==> config.mk <==
export PLATFORM = sky130hd
export DESIGN_NAME = const_bank_flat
export DESIGN_NICKNAME = d
export VERILOG_FILES = /design/src/rtl/const_bank_if.sv /design/src/rtl/const_bank.sv /design/src/flat_wrapper.sv
export SDC_FILE = /design/constraint.sdc
export NUM_CORES = 1
export LEC_CHECK = 0
export BUFFER_PORTS_ARGS = -buffer_cell sky130_fd_sc_hd__buf_2
export CAP_MARGIN = 20
export CORE_ASPECT_RATIO = 0.8
export CORE_MARGIN = 4
export CORE_UTILIZATION = 40
export CTS_CLUSTER_DIAMETER = 40
export DETAILED_ROUTE_END_ITERATION = 12
export PLACE_DENSITY = 0.61
export SLEW_MARGIN = 0
export SYNTH_ARGS = -nofsm -noshare
export SYNTH_HDL_FRONTEND = slang
export SYNTH_SLANG_ARGS = --single-unit
==> constraint.sdc <==
create_clock -name clk -period 2.3 [get_ports clk]
set_input_delay 0.46 -clock clk [delete_from_list [all_inputs] [get_ports clk]]
set_output_delay 0.46 -clock clk [all_outputs]
set_load 0.1 [all_outputs]
==> src/rtl/const_bank_if.sv <==
// Bus bundle for const_bank: write port, read select, step controls and the
// registered constant output. ADDR_W must match the bank's derived index width.
interface const_bank_if #(
  parameter int WIDTH  = 3,
  parameter int ADDR_W = 3
);
  logic              we;
  logic [ADDR_W-1:0] waddr;
  logic [WIDTH-1:0]  wdata;
  logic [ADDR_W-1:0] sel;
  logic              step_mode;
  logic              step;
  logic              step_clr;
  logic [WIDTH-1:0]  A;
  logic              valid;
  logic [ADDR_W-1:0] ptr;

  modport master (
    output we, waddr, wdata, sel, step_mode, step, step_clr,
    input  A, valid, ptr
  );

  modport slave (
    input  we, waddr, wdata, sel, step_mode, step, step_clr,
    output A, valid, ptr
  );
endinterface

==> src/rtl/const_bank.sv <==
// Programmable constant bank with a registered, write-first selected output.
// Define CONST_STEP_EN to add the auto-sequencing pointer (ptr/step/step_clr).
module const_bank #(
  parameter int               WIDTH = 3,
  parameter int               DEPTH = 8,
  parameter logic [WIDTH-1:0] BASE  = 3'b110
) (
  input logic         clk,
  input logic         rst,
  const_bank_if.slave bus
);
  localparam int              ADDR_W  = (DEPTH > 2) ? $clog2(DEPTH) : 1;
  localparam logic [ADDR_W:0] DEPTH_L = (ADDR_W+1)'(DEPTH);

  logic [DEPTH-1:0][WIDTH-1:0] bank;
  logic [WIDTH-1:0]            a_q;
  logic                        valid_q;
  logic [WIDTH-1:0]            rd_data;
  logic [ADDR_W-1:0]           ridx;
  logic                        wr_ok;
  logic                        rd_ok;

  // Indices past DEPTH-1 exist whenever DEPTH is not a power of two.
  assign wr_ok = bus.we && ({1'b0, bus.waddr} < DEPTH_L);
  assign rd_ok = ({1'b0, ridx} < DEPTH_L);

  always_ff @(posedge clk) begin
    if (rst) begin
      for (int i = 0; i < DEPTH; i++)
        bank[i] <= WIDTH'(int'(BASE) + i);
    end else if (wr_ok) begin
      bank[bus.waddr] <= bus.wdata;
    end
  end

  always_comb begin
    rd_data = BASE;
    if (rd_ok)
      rd_data = (wr_ok && (bus.waddr == ridx)) ? bus.wdata : bank[ridx];
  end

  always_ff @(posedge clk) begin
    if (rst) begin
      a_q     <= BASE;
      valid_q <= 1'b0;
    end else begin
      a_q     <= rd_data;
      valid_q <= 1'b1;
    end
  end

  assign bus.A     = a_q;
  assign bus.valid = valid_q;

`ifdef CONST_STEP_EN
  localparam logic [ADDR_W-1:0] LAST = ADDR_W'(DEPTH - 1);
  logic [ADDR_W-1:0] ptr_q;

  // Pointer advances independently of step_mode; reads use the pre-update value.
  always_ff @(posedge clk) begin
    if (rst || bus.step_clr) ptr_q <= '0;
    else if (bus.step)       ptr_q <= (ptr_q == LAST) ? '0 : ptr_q + 1'b1;
  end

  assign ridx    = bus.step_mode ? ptr_q : bus.sel;
  assign bus.ptr = ptr_q;
`else
  logic unused_step;
  assign unused_step = ^{bus.step_mode, bus.step, bus.step_clr};
  assign ridx        = bus.sel;
  assign bus.ptr     = '0;
`endif
endmodule

==> src/flat_wrapper.sv <==
// flat-port wrapper written by rule: the top's interface ports become plain ports
module const_bank_flat 
#(
  parameter int               WIDTH = 3,
  parameter int               DEPTH = 8,
  parameter logic [WIDTH-1:0] BASE  = 3'b110
)
  (clk, rst, bus_we, bus_waddr, bus_wdata, bus_sel, bus_step_mode, bus_step, bus_step_clr, bus_A, bus_valid, bus_ptr);
  const_bank_if #(.WIDTH(WIDTH), .ADDR_W((3))) bus_i ();
  input logic clk;
  input logic rst;
  input wire logic [$bits(bus_i.we)-1:0] bus_we;
  input wire logic [$bits(bus_i.waddr)-1:0] bus_waddr;
  input wire logic [$bits(bus_i.wdata)-1:0] bus_wdata;
  input wire logic [$bits(bus_i.sel)-1:0] bus_sel;
  input wire logic [$bits(bus_i.step_mode)-1:0] bus_step_mode;
  input wire logic [$bits(bus_i.step)-1:0] bus_step;
  input wire logic [$bits(bus_i.step_clr)-1:0] bus_step_clr;
  output wire logic [$bits(bus_i.A)-1:0] bus_A;
  output wire logic [$bits(bus_i.valid)-1:0] bus_valid;
  output wire logic [$bits(bus_i.ptr)-1:0] bus_ptr;
  assign bus_i.we = bus_we;
  assign bus_i.waddr = bus_waddr;
  assign bus_i.wdata = bus_wdata;
  assign bus_i.sel = bus_sel;
  assign bus_i.step_mode = bus_step_mode;
  assign bus_i.step = bus_step;
  assign bus_i.step_clr = bus_step_clr;
  assign bus_A = bus_i.A;
  assign bus_valid = bus_i.valid;
  assign bus_ptr = bus_i.ptr;
  const_bank #(.WIDTH(WIDTH), .DEPTH(DEPTH), .BASE(BASE)) u_core (.clk(clk), .rst(rst), .bus(bus_i));
endmodule
==> Flow_metrics.wiki, run 1 <==
{| class="wikitable"
! Metric !! Value
|-
| Clock period minus worst slack || 1480 ps
|-
| Critical path class || flop to primary output
|-
| Crit path depth || 1
|-
| Area fraction in and, or, nand and nor cells after synthesis || 17.1%
|-
| Count of max-cap constraint violations || 0
|-
| Starting DRC count in detailed routing || 30
|-
| Ordered cell list for the critical path || buf_2
|-
| Total net switching power || 0.276 mW
|-
| Vertical die dimension || 59.8 um
|-
| Share of post-route cells with drive strength above 1 || 24.8%
|-
| Req. time, crit path || 1840 ps
|-
| Final Net Count || 145
|-
| Clock transition at the register clock pins on the worst setup and hold paths after CTS || 90 ps
|-
| ANT nets after route || 0
|-
| Crit end category || primary output
|-
| End of the worst register-to-register path || u_core.bus.A[2]
|-
| Flop and latch count out of synthesis || 28
|-
| Buf+Inv Stages, Crit Path || 1
|-
| Maximum fanout along the worst path || 1
|-
| Sequential power share || 47.8%
|-
| Top-level I/O count || 22
|-
| Setup slack at placement || 657 ps
|-
| Setup Buffers After CTS || 0
|-
| Global-route congestion overflow total || 0
|-
| Detailed Route WL || 2590 um
|-
| Power density over the cells || 726 mW/mm^2
|-
| Largest net degree at the start of global routing || 17
|-
| R2R setup slack || 1140 ps
|-
| Final Cycle Share || 64.3%
|-
| TritonCTS clock tree || built
|-
| Commonest cells after routing, fill and taps aside || 28 x sky130_fd_sc_hd__dfxtp_1, 27 x sky130_fd_sc_hd__mux2i_1, 15 x sky130_fd_sc_hd__buf_2, 13 x sky130_fd_sc_hd__nand2_1, 12 x sky130_fd_sc_hd__nor2_1
|-
| Fraction of power spent switching nets || 26.1%
|-
| Post-synthesis instance area || 0.00134 mm^2
|-
| Register area share after synthesis || 41.8%
|-
| Combinational share of power || 16.2%
|-
| Slowest cell on the critical path || sky130_fd_sc_hd__buf_2
|-
| Count of non-filler cells in the finished layout || 169
|-
| Power share of the clock group || 36.0%
|-
| Buffers on Ports || 15
|-
| Proportion of netlist area held by the largest area contributor || 41.8%
|-
| Routed vias/inst || 5.18
|-
| Count of instances resized after the clock tree is built || 0
|-
| Xor and xnor fraction of the mapped netlist area || 1.96%
|-
| Area growth syn-to-layout || 8.68%
|-
| Aggregate negative setup slack || 0 ps
|-
| Number of standard cells after synthesis || 121
|-
| Gate family responsible for the most delay along the worst path || buffers and inverters
|-
| Average cell area after synthesis || 11.1 um^2
|-
| Worst-case hold slack || 477 ps
|-
| Initial antenna violation count || 0
|-
| Portion of netlist area occupied by mux cells || 30.3%
|-
| Highest clock rate || 0.676 GHz
|-
| Clock network latency to the later pin of the worst-skew pair || 270 ps
|-
| End of the worst hold path || u_core.bank[1]
|-
| Drc violations || 0
|-
| Total cell area at the placement stage || 0.00139 mm^2
|-
| Maximum single-stage delay on the critical path || 420 ps
|-
| Yosys synthesis warning count || 0
|-
| Setup violations, final || 0
|-
| Setup skew after layout || 5.68 ps
|-
| CTS Buf Count || 3
|-
| Category of the worst setup path launch point || flop
|-
| Via count of the first global-routing pass || 865
|-
| Arrival @ worst endpoint || 1020 ps
|-
| Placeable core region || 0.00315 mm^2
|-
| Synthesized-area fraction occupied by adder cells || 0%
|-
| Hold violation total from the final report || 0
|-
| Die Outline Area || 0.00435 mm^2
|-
| Reg2reg path depth || 3
|-
| Hold path depth || 2
|-
| Worst path setup slack after routing || 821 ps
|-
| Worst reg2reg path startpoint || u_core.bank[17]
|-
| Sinks on Clock Net || 28
|-
| Total number of placement rows || 18
|-
| Count of placed standard cells including taps || 165
|-
| Largest area contributor in the netlist || sky130_fd_sc_hd__dfxtp_1
|-
| Number of H-tree branching levels || 1
|-
| Setup repair after global routing missed its margin || false
|-
| Result of the run || finished clean
|-
| Worst min-delay path category || flop to flop
|-
| RePlAce Congestion || 0.814
|-
| Dominant cells by area after synthesis || sky130_fd_sc_hd__dfxtp_1 42%, sky130_fd_sc_hd__mux2i_1 20%, sky130_fd_sc_hd__mux4_2 10%
|-
| Most frequent standard cell in the layout excluding fill and tap cells || sky130_fd_sc_hd__dfxtp_1
|-
| Clock tree root driver cell || sky130_fd_sc_hd__clkbuf_8
|-
| Post-route design area || 0.00146 mm^2
|-
| Number of pins exceeding their max-slew limit in the final report || 0
|-
| Global-route wire length before repair || 4240 um
|-
| Wirelength per Cell || 15.3 um
|-
| Detailed placement HPWL || 1950 um
|-
| Internal power of the cells || 0.781 mW
|-
| Vias after detailed routing || 875
|-
| Number of distinct library cells after synthesis || 26
|-
| Utilization of the core after routing || 46.2%
|-
| Min-Delay Startpoint || u_core.bank[1]
|-
| Antenna cell count || 0
|-
| LEAKAGE || 0.617 nW
|-
| Tot GR Track Use || 13.1%
|-
| Max VDD drop || 0.000657 V
|-
| CTS max path bufs || 2
|-
| Die Span X || 72.7 um
|-
| Compound-Gate Fraction of Synth Area || 1.77%
|-
| Largest family of logic cells by synthesized area || multiplexers
|-
| Number of hold buffers added after CTS || 0
|-
| Initial core utilization || 42.5%
|-
| Power after layout || 1.06 mW
|-
| Number of iterations in the first detailed-routing pass || 3
|}
[flip-flops by register name, indices dropped and copies added, names as in the netlist]
name              cells
u_core.bank          24
u_core.bus.A          3
u_core.bus.valid      1
[logic make-up after synthesis]
family          after synthesis
simple gates                 38
mux                          33
flops                        28
buf+inv                      14
compound gates                4
xor+xnor                      3
other cells                   1
[final cells by class]
| cell class | count | area (um^2) |
|---|---|---|
| Fill cell | 303 | 1700 |
| Sequential cell | 28 | 561 |
| Inverter | 1 | 3.75 |
| Multi-Input combinational cell | 81 | 696 |
| Clock buffer | 3 | 41.3 |
| Tap cell | 40 | 50.0 |
| Timing Repair Buffer | 15 | 75.1 |
| Clock inverter | 1 | 30.0 |
[cell usage after synthesis]
master	n
sky130_fd_sc_hd__buf_2	4
sky130_fd_sc_hd__a21oi_2	1
sky130_fd_sc_hd__dfxtp_1	28
sky130_fd_sc_hd__clkbuf_2	1
sky130_fd_sc_hd__inv_1	1
sky130_fd_sc_hd__xnor2_1	3
sky130_fd_sc_hd__nand2b_4	1
sky130_fd_sc_hd__nand4b_1	3
sky130_fd_sc_hd__nand4_1	2
sky130_fd_sc_hd__mux2i_1	27
sky130_fd_sc_hd__nor2_1	12
sky130_fd_sc_hd__buf_4	4
sky130_fd_sc_hd__and2_4	1
sky130_fd_sc_hd__conb_1	1
sky130_fd_sc_hd__buf_6	1
sky130_fd_sc_hd__nor3_2	1
sky130_fd_sc_hd__a21oi_1	2
sky130_fd_sc_hd__nor3_4	1
sky130_fd_sc_hd__nand2_1	13
sky130_fd_sc_hd__o21ai_0	1
sky130_fd_sc_hd__nor3_1	2
sky130_fd_sc_hd__mux4_2	6
sky130_fd_sc_hd__clkbuf_1	1
sky130_fd_sc_hd__clkbuf_8	1
sky130_fd_sc_hd__buf_1	1
sky130_fd_sc_hd__nor3b_4	2
[routing by layer]
layer | track usage (%) | vias to the layer above | share of wire [%]
met2 | 19.4 | 18 | 45
met4 | 2.37 | 0 | 0.73
met3 | 5.04 | 4 | 5.2
met1 | 18.3 | 425 | 49
met5 | 0 | - | 0
li1 | - | 428 | -
[power groups by stage]
stage                     clock network, mW  registers [mW]  logic, mW
after floorplan                           0           0.557      0.109
after CTS                             0.392           0.505      0.172
after global placement                    0           0.515      0.170
final                                 0.381           0.505      0.172
after global routing                  0.410           0.507      0.181
after detailed placement                  0           0.517      0.171
[worst max path at each step]
stage | start | endpoint | slack, ps
2_1_floorplan | bus_sel[2] | u_core.bus.A[1] | 850
3_3_place_gp | bus_sel[0] | u_core.bus.A[2] | 640
3_5_place_dp | bus_sel[0] | u_core.bus.A[2] | 660
4_1_cts | u_core.bus.A[2] | bus_A[2] | 810
5_1_grt | u_core.bus.A[0] | bus_A[0] | 780
6_report | u_core.bus.A[0] | bus_A[0] | 820
No activity file was read; power rests on OpenSTA's default activity.
==> inputs of run 2 (changes only) <==
==> constraint.sdc (replaced) <==
create_clock -name clk -period 1.4 [get_ports clk]
set_input_delay 0.28 -clock clk [delete_from_list [all_inputs] [get_ports clk]]
set_output_delay 0.28 -clock clk [all_outputs]
set_load 0.1 [all_outputs]
==> run 2 against run 1 <==
Sequential share of layout area fell by 0.78 points. Flip-flop and latch count is the same. First-iteration DRC count grew 100%. Clock skew hardly changed. Global-route usage is 0.76 points higher. Cell area is 2.1% higher. Critical path depth unchanged. Power is 66% higher. Critical path type unchanged. Largest power group unchanged.
==> Flow_metrics.wiki, run 2 (same netlist as run 1, synthesis figures left out) <==
{| class="wikitable"
! Metric !! Value
|-
| Setup skew after layout || 6.13 ps (+0.446 ps)
|-
| Buf+Inv Stages, Crit Path || 1 (unchanged)
|-
| Global-route wire length before repair || 4440 um (+4.5%)
|-
| Total cell area at the placement stage || 0.00142 mm^2 (+2.2%)
|-
| Detailed Route WL || 2720 um (+5.0%)
|-
| Clock period minus worst slack || 1290 ps
|-
| Drc violations || 0 (unchanged)
|-
| Result of the run || finished clean
|-
| Detailed placement HPWL || 2060 um (+5.8%)
|-
| Crit path depth || 1 (unchanged)
|-
| Most frequent standard cell in the layout excluding fill and tap cells || sky130_fd_sc_hd__dfxtp_1
|-
| Uppermost signal routing layer after detailed routing || met4
|-
| Placeable core region || 0.00315 mm^2 (unchanged)
|-
| Antenna cell count || 0 (unchanged)
|-
| Clock tree root driver cell || sky130_fd_sc_hd__clkbuf_8
|-
| Commonest cells after routing, fill and taps aside || 28 x sky130_fd_sc_hd__dfxtp_1, 27 x sky130_fd_sc_hd__mux2i_1, 15 x sky130_fd_sc_hd__buf_2, 13 x sky130_fd_sc_hd__nand2_1, 12 x sky130_fd_sc_hd__nor2_1
|-
| Clock transition at the register clock pins on the worst setup and hold paths after CTS || 100 ps (about the same)
|-
| Maximum fanout along the worst path || 1 (unchanged)
|-
| Total number of placement rows || 18 (unchanged)
|-
| RePlAce Congestion || 0.766 (-6.0%)
|-
| Met2 layer wire length in the routed design || 1170 um (about the same)
|-
| Clock network latency to the later pin of the worst-skew pair || 280 ps (about the same)
|-
| Hold violation total from the final report || 0 (unchanged)
|-
| CTS max path bufs || 2 (unchanged)
|-
| Largest net degree at the start of global routing || 17 (unchanged)
|-
| Worst reg2reg path startpoint || u_core.bank[16]
|-
| Routed length on met1 || 1350 um (+6.1%)
|-
| LEAKAGE || 0.636 nW (+3.1%)
|-
| Register containing the most flip-flops in the final layout || u_core.bank
|-
| Maximum single-stage delay on the critical path || 410 ps (about the same)
|-
| Final Cycle Share || 92.2%
|-
| Largest register FFs || 24 (unchanged)
|-
| End of the worst register-to-register path || u_core.bus.A[1]
|-
| Worst setup path start || u_core.bus.A[1]
|-
| Top-level I/O count || 22 (unchanged)
|-
| Met3 Wirelength || 181 um (+35%)
|-
| Count of max-cap constraint violations || 0 (unchanged)
|-
| Critical path class || flop to primary output
|-
| Share of post-route cells with drive strength above 1 || 27.1% (+2.3 points)
|-
| R2R setup slack || 250 ps (-890 ps)
|-
| ANT nets after route || 0 (unchanged)
|-
| Req. time, crit path || 1120 ps (-720 ps)
|-
| Initial core utilization || 42.5% (unchanged)
|-
| Gate family responsible for the most delay along the worst path || buffers and inverters
|-
| Number of hold buffers added after CTS || 0 (unchanged)
|-
| TritonCTS clock tree || built
|-
| Category of the worst setup path launch point || flop
|-
| CTS Buf Count || 3 (unchanged)
|-
| Setup slack at placement || -50.0 ps (-707 ps)
|-
| Count of instances resized after the clock tree is built || 0 (unchanged)
|-
| Setup violations, final || 0 (unchanged)
|-
| Worst min-delay path category || input port to flop
|-
| Vertical die dimension || 59.8 um (unchanged)
|-
| Reg2reg path depth || 3 (unchanged)
|-
| Utilization of the core after routing || 47.1% (+0.95 points)
|-
| Area growth syn-to-layout || 10.9%
|-
| Tot GR Track Use || 13.9% (+0.76 points)
|-
| Global-route congestion overflow total || 0 (unchanged)
|-
| Buffers on Ports || 15 (unchanged)
|-
| Post-route design area || 0.00149 mm^2 (+2.1%)
|-
| Power after layout || 1.76 mW (+66%)
|-
| Number of pins exceeding their max-slew limit in the final report || 0 (unchanged)
|-
| Max VDD drop || 0.000495 V (-25%)
|-
| Worst-case hold slack || 301 ps (-176 ps)
|-
| Number of iterations in the first detailed-routing pass || 4 (+1)
|-
| Initial antenna violation count || 0 (unchanged)
|-
| Highest clock rate || 0.775 GHz
|-
| Die Span X || 72.7 um (unchanged)
|-
| Crit end category || primary output
|-
| Die Outline Area || 0.00435 mm^2 (unchanged)
|-
| Vias after detailed routing || 876 (+0.11%)
|-
| Wirelength per Cell || 15.7 um (+2.5%)
|-
| Power density over the cells || 1180 mW/mm^2 (+63%)
|-
| CP Capture Point || bus_A[1]
|-
| Ordered cell list for the critical path || buf_2
|-
| Final Net Count || 149 (+2.8%)
|-
| Slowest cell on the critical path || sky130_fd_sc_hd__buf_2
|-
| Number of H-tree branching levels || 1 (unchanged)
|-
| Setup Buffers After CTS || 0 (unchanged)
|-
| Via count of the first global-routing pass || 850 (-1.7%)
|-
| Arrival @ worst endpoint || 1010 ps (about the same)
|-
| Setup repair after global routing missed its margin || false
|-
| Starting DRC count in detailed routing || 60 (+100%)
|-
| Worst path setup slack after routing || 109 ps (-712 ps)
|-
| Routed vias/inst || 5.06 (-2.2%)
|-
| Sinks on Clock Net || 28 (unchanged)
|}
## run 2: cell types whose count changed in the layout (fill, tap and decap cells not counted)
cell,delta
sky130_fd_sc_hd__buf_4,+4
## run 2: worst min path at each step
stage	start	cells after the start	slack, ps	end
finish	rst	2	300	u_core.bus.valid
global route	rst	2	320	u_core.bus.valid
CTS	rst	2	300	u_core.bus.valid
detailed placement	u_core.bank[3]	2	460	u_core.bank[3]
global placement	u_core.bank[5]	2	450	u_core.bank[5]
floorplan	rst	1	350	u_core.bank[6]
## run 2: layout make-up
cell class / count / area (um^2)
Timing Repair Buffer: 19 / 105
Clock inverter: 1 / 30.0
Fill cell: 299 / 1670
Tap cell: 40 / 50.0
Sequential cell: 28 / 561
Multi-Input combinational cell: 81 / 696
Clock buffer: 3 / 41.3
Inverter: 1 / 3.75
## run 2: worst reg2reg max path, cell delays in order, from the launching register on
cell and delay, ps:
sky130_fd_sc_hd__dfxtp_1 320, sky130_fd_sc_hd__mux4_2 500, sky130_fd_sc_hd__mux2i_1 170, sky130_fd_sc_hd__a21oi_2 70
## run 2: layer usage
metal,up-vias,GRT usage (%)
li1,438,-
met1,413,20.4
met2,21,18.8
met3,4,4.87
met4,0,4.21
met5,-,0
## run 2: power breakdown
part	switching [mW]	total (mW)	leakage [nW]	internal, mW
Clock	0.254	0.637	0.0357	0.383
Combinational	0.203	0.291	0.372	0.0878
Sequential	0.00884	0.829	0.228	0.820
Total	0.466	1.76	0.636	1.29
## run 2: metrics by stage
stage          instances  TNS, ps
3_5_place_dp         169     -127
2_1_floorplan        123        0
5_1_grt              173        0
6_report             173        0
4_1_cts              173        0
3_3_place_gp         169    -54.7
==> inputs of run 3 (changes only) <==
--- a/config.mk
+++ b/config.mk
@@ -7,7 +7,7 @@
 export LEC_CHECK = 0
 export BUFFER_PORTS_ARGS = -buffer_cell sky130_fd_sc_hd__buf_2
 export CAP_MARGIN = 20
-export CORE_ASPECT_RATIO = 0.8
+export CORE_ASPECT_RATIO = 1.5
 export CORE_MARGIN = 4
 export CORE_UTILIZATION = 40
 export CTS_CLUSTER_DIAMETER = 40
==> run 3 against run 2 <==
Sequential power is essentially flat. Register-to-register slack is essentially flat. Power shrank 8.5%. Clock power shrank 23%. Largest power group unchanged. First-iteration DRC count shrank 75%. Global-route usage shrank 1.5 points. Critical path type unchanged.
==> Flow_metrics.wiki, run 3 (same netlist as run 1, synthesis figures left out) <==
{| class="wikitable"
! Metric !! Value
|-
| Internal power of the cells || 1.16 mW (-10%)
|-
| Power share of the clock group || 30.5% (-5.8 points)
|-
| Detailed placement HPWL || 1960 um (-4.8%)
|-
| CTS max path bufs || 2 (unchanged)
|-
| Maximum fanout along the worst path || 1 (unchanged)
|-
| Sinks on Clock Net || 28 (unchanged)
|-
| Drc violations || 0 (unchanged)
|-
| Reg2reg path depth || 3 (unchanged)
|-
| Worst-case hold slack || 347 ps (+46.0 ps)
|-
| Worst path setup slack after routing || 112 ps (+2.52 ps)
|-
| Largest register FFs || 24 (unchanged)
|-
| Final Cycle Share || 92.0% (-0.18 points)
|-
| Setup slack at placement || -38.2 ps (+11.8 ps)
|-
| Post-route design area || 0.00147 mm^2 (-1.1%)
|-
| Largest net degree at the start of global routing || 16 (-1)
|-
| Worst reg2reg path startpoint || u_core.bank[16]
|-
| Hold path depth || 2 (unchanged)
|-
| Antenna cell count || 0 (unchanged)
|-
| Buf+Inv Stages, Crit Path || 1 (unchanged)
|-
| Total cell area at the placement stage || 0.00142 mm^2 (unchanged)
|-
| End of the worst register-to-register path || u_core.bus.A[1]
|-
| Ordered cell list for the critical path || buf_2
|-
| Number of hold buffers added after CTS || 0 (unchanged)
|-
| Slowest cell on the critical path || sky130_fd_sc_hd__buf_2
|-
| R2R setup slack || 240 ps (about the same)
|-
| Count of placed standard cells including taps || 169 (unchanged)
|-
| Vertical die dimension || 78.9 um (+32%)
|-
| Min-Delay Startpoint || rst
|-
| TritonCTS clock tree || built
|-
| Initial antenna violation count || 0 (unchanged)
|-
| Placeable core region || 0.00319 mm^2 (+1.2%)
|-
| Max VDD drop || 0.000644 V (+30%)
|-
| Fraction of power spent switching nets || 27.9% (+1.4 points)
|-
| Result of the run || finished clean
|-
| CTS Buf Count || 3 (unchanged)
|-
| Clock tree root driver cell || sky130_fd_sc_hd__clkbuf_8
|-
| Clock transition at the register clock pins on the worst setup and hold paths after CTS || 90 ps (about the same)
|-
| Most frequent standard cell in the layout excluding fill and tap cells || sky130_fd_sc_hd__dfxtp_1
|-
| Hold violation total from the final report || 0 (unchanged)
|-
| Setup violations, final || 0 (unchanged)
|-
| Final Net Count || 149 (unchanged)
|-
| Setup skew after layout || 0.819 ps (-5.31 ps)
|-
| Commonest cells after routing, fill and taps aside || 28 x sky130_fd_sc_hd__dfxtp_1, 27 x sky130_fd_sc_hd__mux2i_1, 15 x sky130_fd_sc_hd__buf_2, 13 x sky130_fd_sc_hd__nand2_1, 12 x sky130_fd_sc_hd__nor2_1
|-
| Utilization of the core after routing || 46.1% (-1.1 points)
|-
| Setup repair after global routing missed its margin || false
|-
| Wirelength per Cell || 14.8 um (-5.8%)
|-
| Total net switching power || 0.449 mW (-3.6%)
|-
| Register containing the most flip-flops in the final layout || u_core.bank
|-
| Aggregate negative setup slack || 0 ps (unchanged)
|-
| Req. time, crit path || 1120 ps (about the same)
|-
| Top-level I/O count || 22 (unchanged)
|-
| Crit path depth || 1 (unchanged)
|-
| ANT nets after route || 0 (unchanged)
|-
| Area growth syn-to-layout || 9.71%
|-
| Initial core utilization || 42.0% (-0.50 points)
|-
| Number of pins exceeding their max-slew limit in the final report || 0 (unchanged)
|-
| Met3 Wirelength || 85 um (-53%)
|-
| Crit end category || primary output
|-
| Count of max-cap constraint violations || 0 (unchanged)
|-
| Uppermost signal routing layer after detailed routing || met4
|-
| Via count of the first global-routing pass || 883 (+3.9%)
|-
| Share of post-route cells with drive strength above 1 || 27.1% (unchanged)
|-
| LEAKAGE || 0.629 nW (-1.1%)
|-
| Routed vias/inst || 5.03 (-0.68%)
|-
| Critical path class || flop to primary output
|-
| Setup Buffers After CTS || 0 (unchanged)
|-
| Count of non-filler cells in the finished layout || 173 (unchanged)
|-
| Power after layout || 1.61 mW (-8.5%)
|-
| End of the worst hold path || u_core.bank[11]
|-
| Die Span X || 55.3 um (-24%)
|-
| RePlAce Congestion || 0.846 (+10%)
|-
| Gate family responsible for the most delay along the worst path || buffers and inverters
|-
| Number of iterations in the first detailed-routing pass || 4 (unchanged)
|-
| Clock period minus worst slack || 1290 ps (-2.52 ps)
|-
| Detailed Route WL || 2570 um (-5.8%)
|-
| Sequential power share || 51.5% (+4.3 points)
|-
| Global-route congestion overflow total || 0 (unchanged)
|-
| Highest clock rate || 0.776 GHz (+0.20%)
|-
| Routed length on met1 || 1100 um (-19%)
|-
| Met2 layer wire length in the routed design || 1350 um (+16%)
|-
| Category of the worst setup path launch point || flop
|-
| Number of H-tree branching levels || 1 (unchanged)
|-
| Count of instances resized after the clock tree is built || 0 (unchanged)
|-
| Die Outline Area || 0.00436 mm^2 (+0.31%)
|-
| Clock network latency to the later pin of the worst-skew pair || 270 ps (about the same)
|-
| Starting DRC count in detailed routing || 15 (-75%)
|-
| Worst min-delay path category || input port to flop
|-
| Global-route wire length before repair || 4180 um (-5.7%)
|-
| Vias after detailed routing || 870 (-0.68%)
|-
| Combinational share of power || 17.9% (+1.4 points)
|-
| Total number of placement rows || 25 (+7)
|-
| Maximum single-stage delay on the critical path || 420 ps (about the same)
|-
| Arrival @ worst endpoint || 1010 ps (about the same)
|-
| Buffers on Ports || 15 (unchanged)
|-
| Power density over the cells || 1090 mW/mm^2 (-7.4%)
|-
| Tot GR Track Use || 12.3% (-1.5 points)
|}
==> run 3: cell count changes in the layout (fill, tap and decap cells not counted), sizes merged <==
cell,previous run,this run
bufinv,1,0
clkbuf,3,4
==> run 3: layout make-up <==
type	instances	area (um^2)
flip-flops and latches	28	561
multi-input cells	81	696
fillers	318	1720
well taps	40	50.0
inverters	1	3.75
clock buffers	4	55.1
repair buffers	19	105
==> run 3: worst max path at each step <==
| stage | from | endpoint | slack (ps) |
|---|---|---|---|
| 2_1_floorplan | bus_sel[2] | u_core.bus.A[1] | 130 |
| 3_3_place_gp | bus_sel[0] | u_core.bus.A[2] | -20 |
| 3_5_place_dp | bus_sel[0] | u_core.bus.A[1] | -40 |
| 4_1_cts | u_core.bus.valid | bus_valid | 100 |
| 5_1_grt | u_core.bus.valid | bus_valid | 80 |
| 6_report | u_core.bus.valid | bus_valid | 110 |
==> run 3: power by group through the flow <==
stage / Combinational, mW / Clock [mW] / Sequential, mW
after floorplan: 0.178 / 0 / 0.915
after global placement: 0.286 / 0 / 0.846
after detailed placement: 0.289 / 0 / 0.847
after CTS: 0.290 / 0.505 / 0.829
after global routing: 0.305 / 0.529 / 0.832
final: 0.289 / 0.491 / 0.829
==> run 3: routing by layer <==
| metal | GRT usage (%) | vias up |
|---|---|---|
| met4 | 5.60 | 0 |
| met1 | 13.8 | 411 |
| met3 | 2.44 | 5 |
| met2 | 22.2 | 18 |
| met5 | 0 | - |
| li1 | - | 436 |
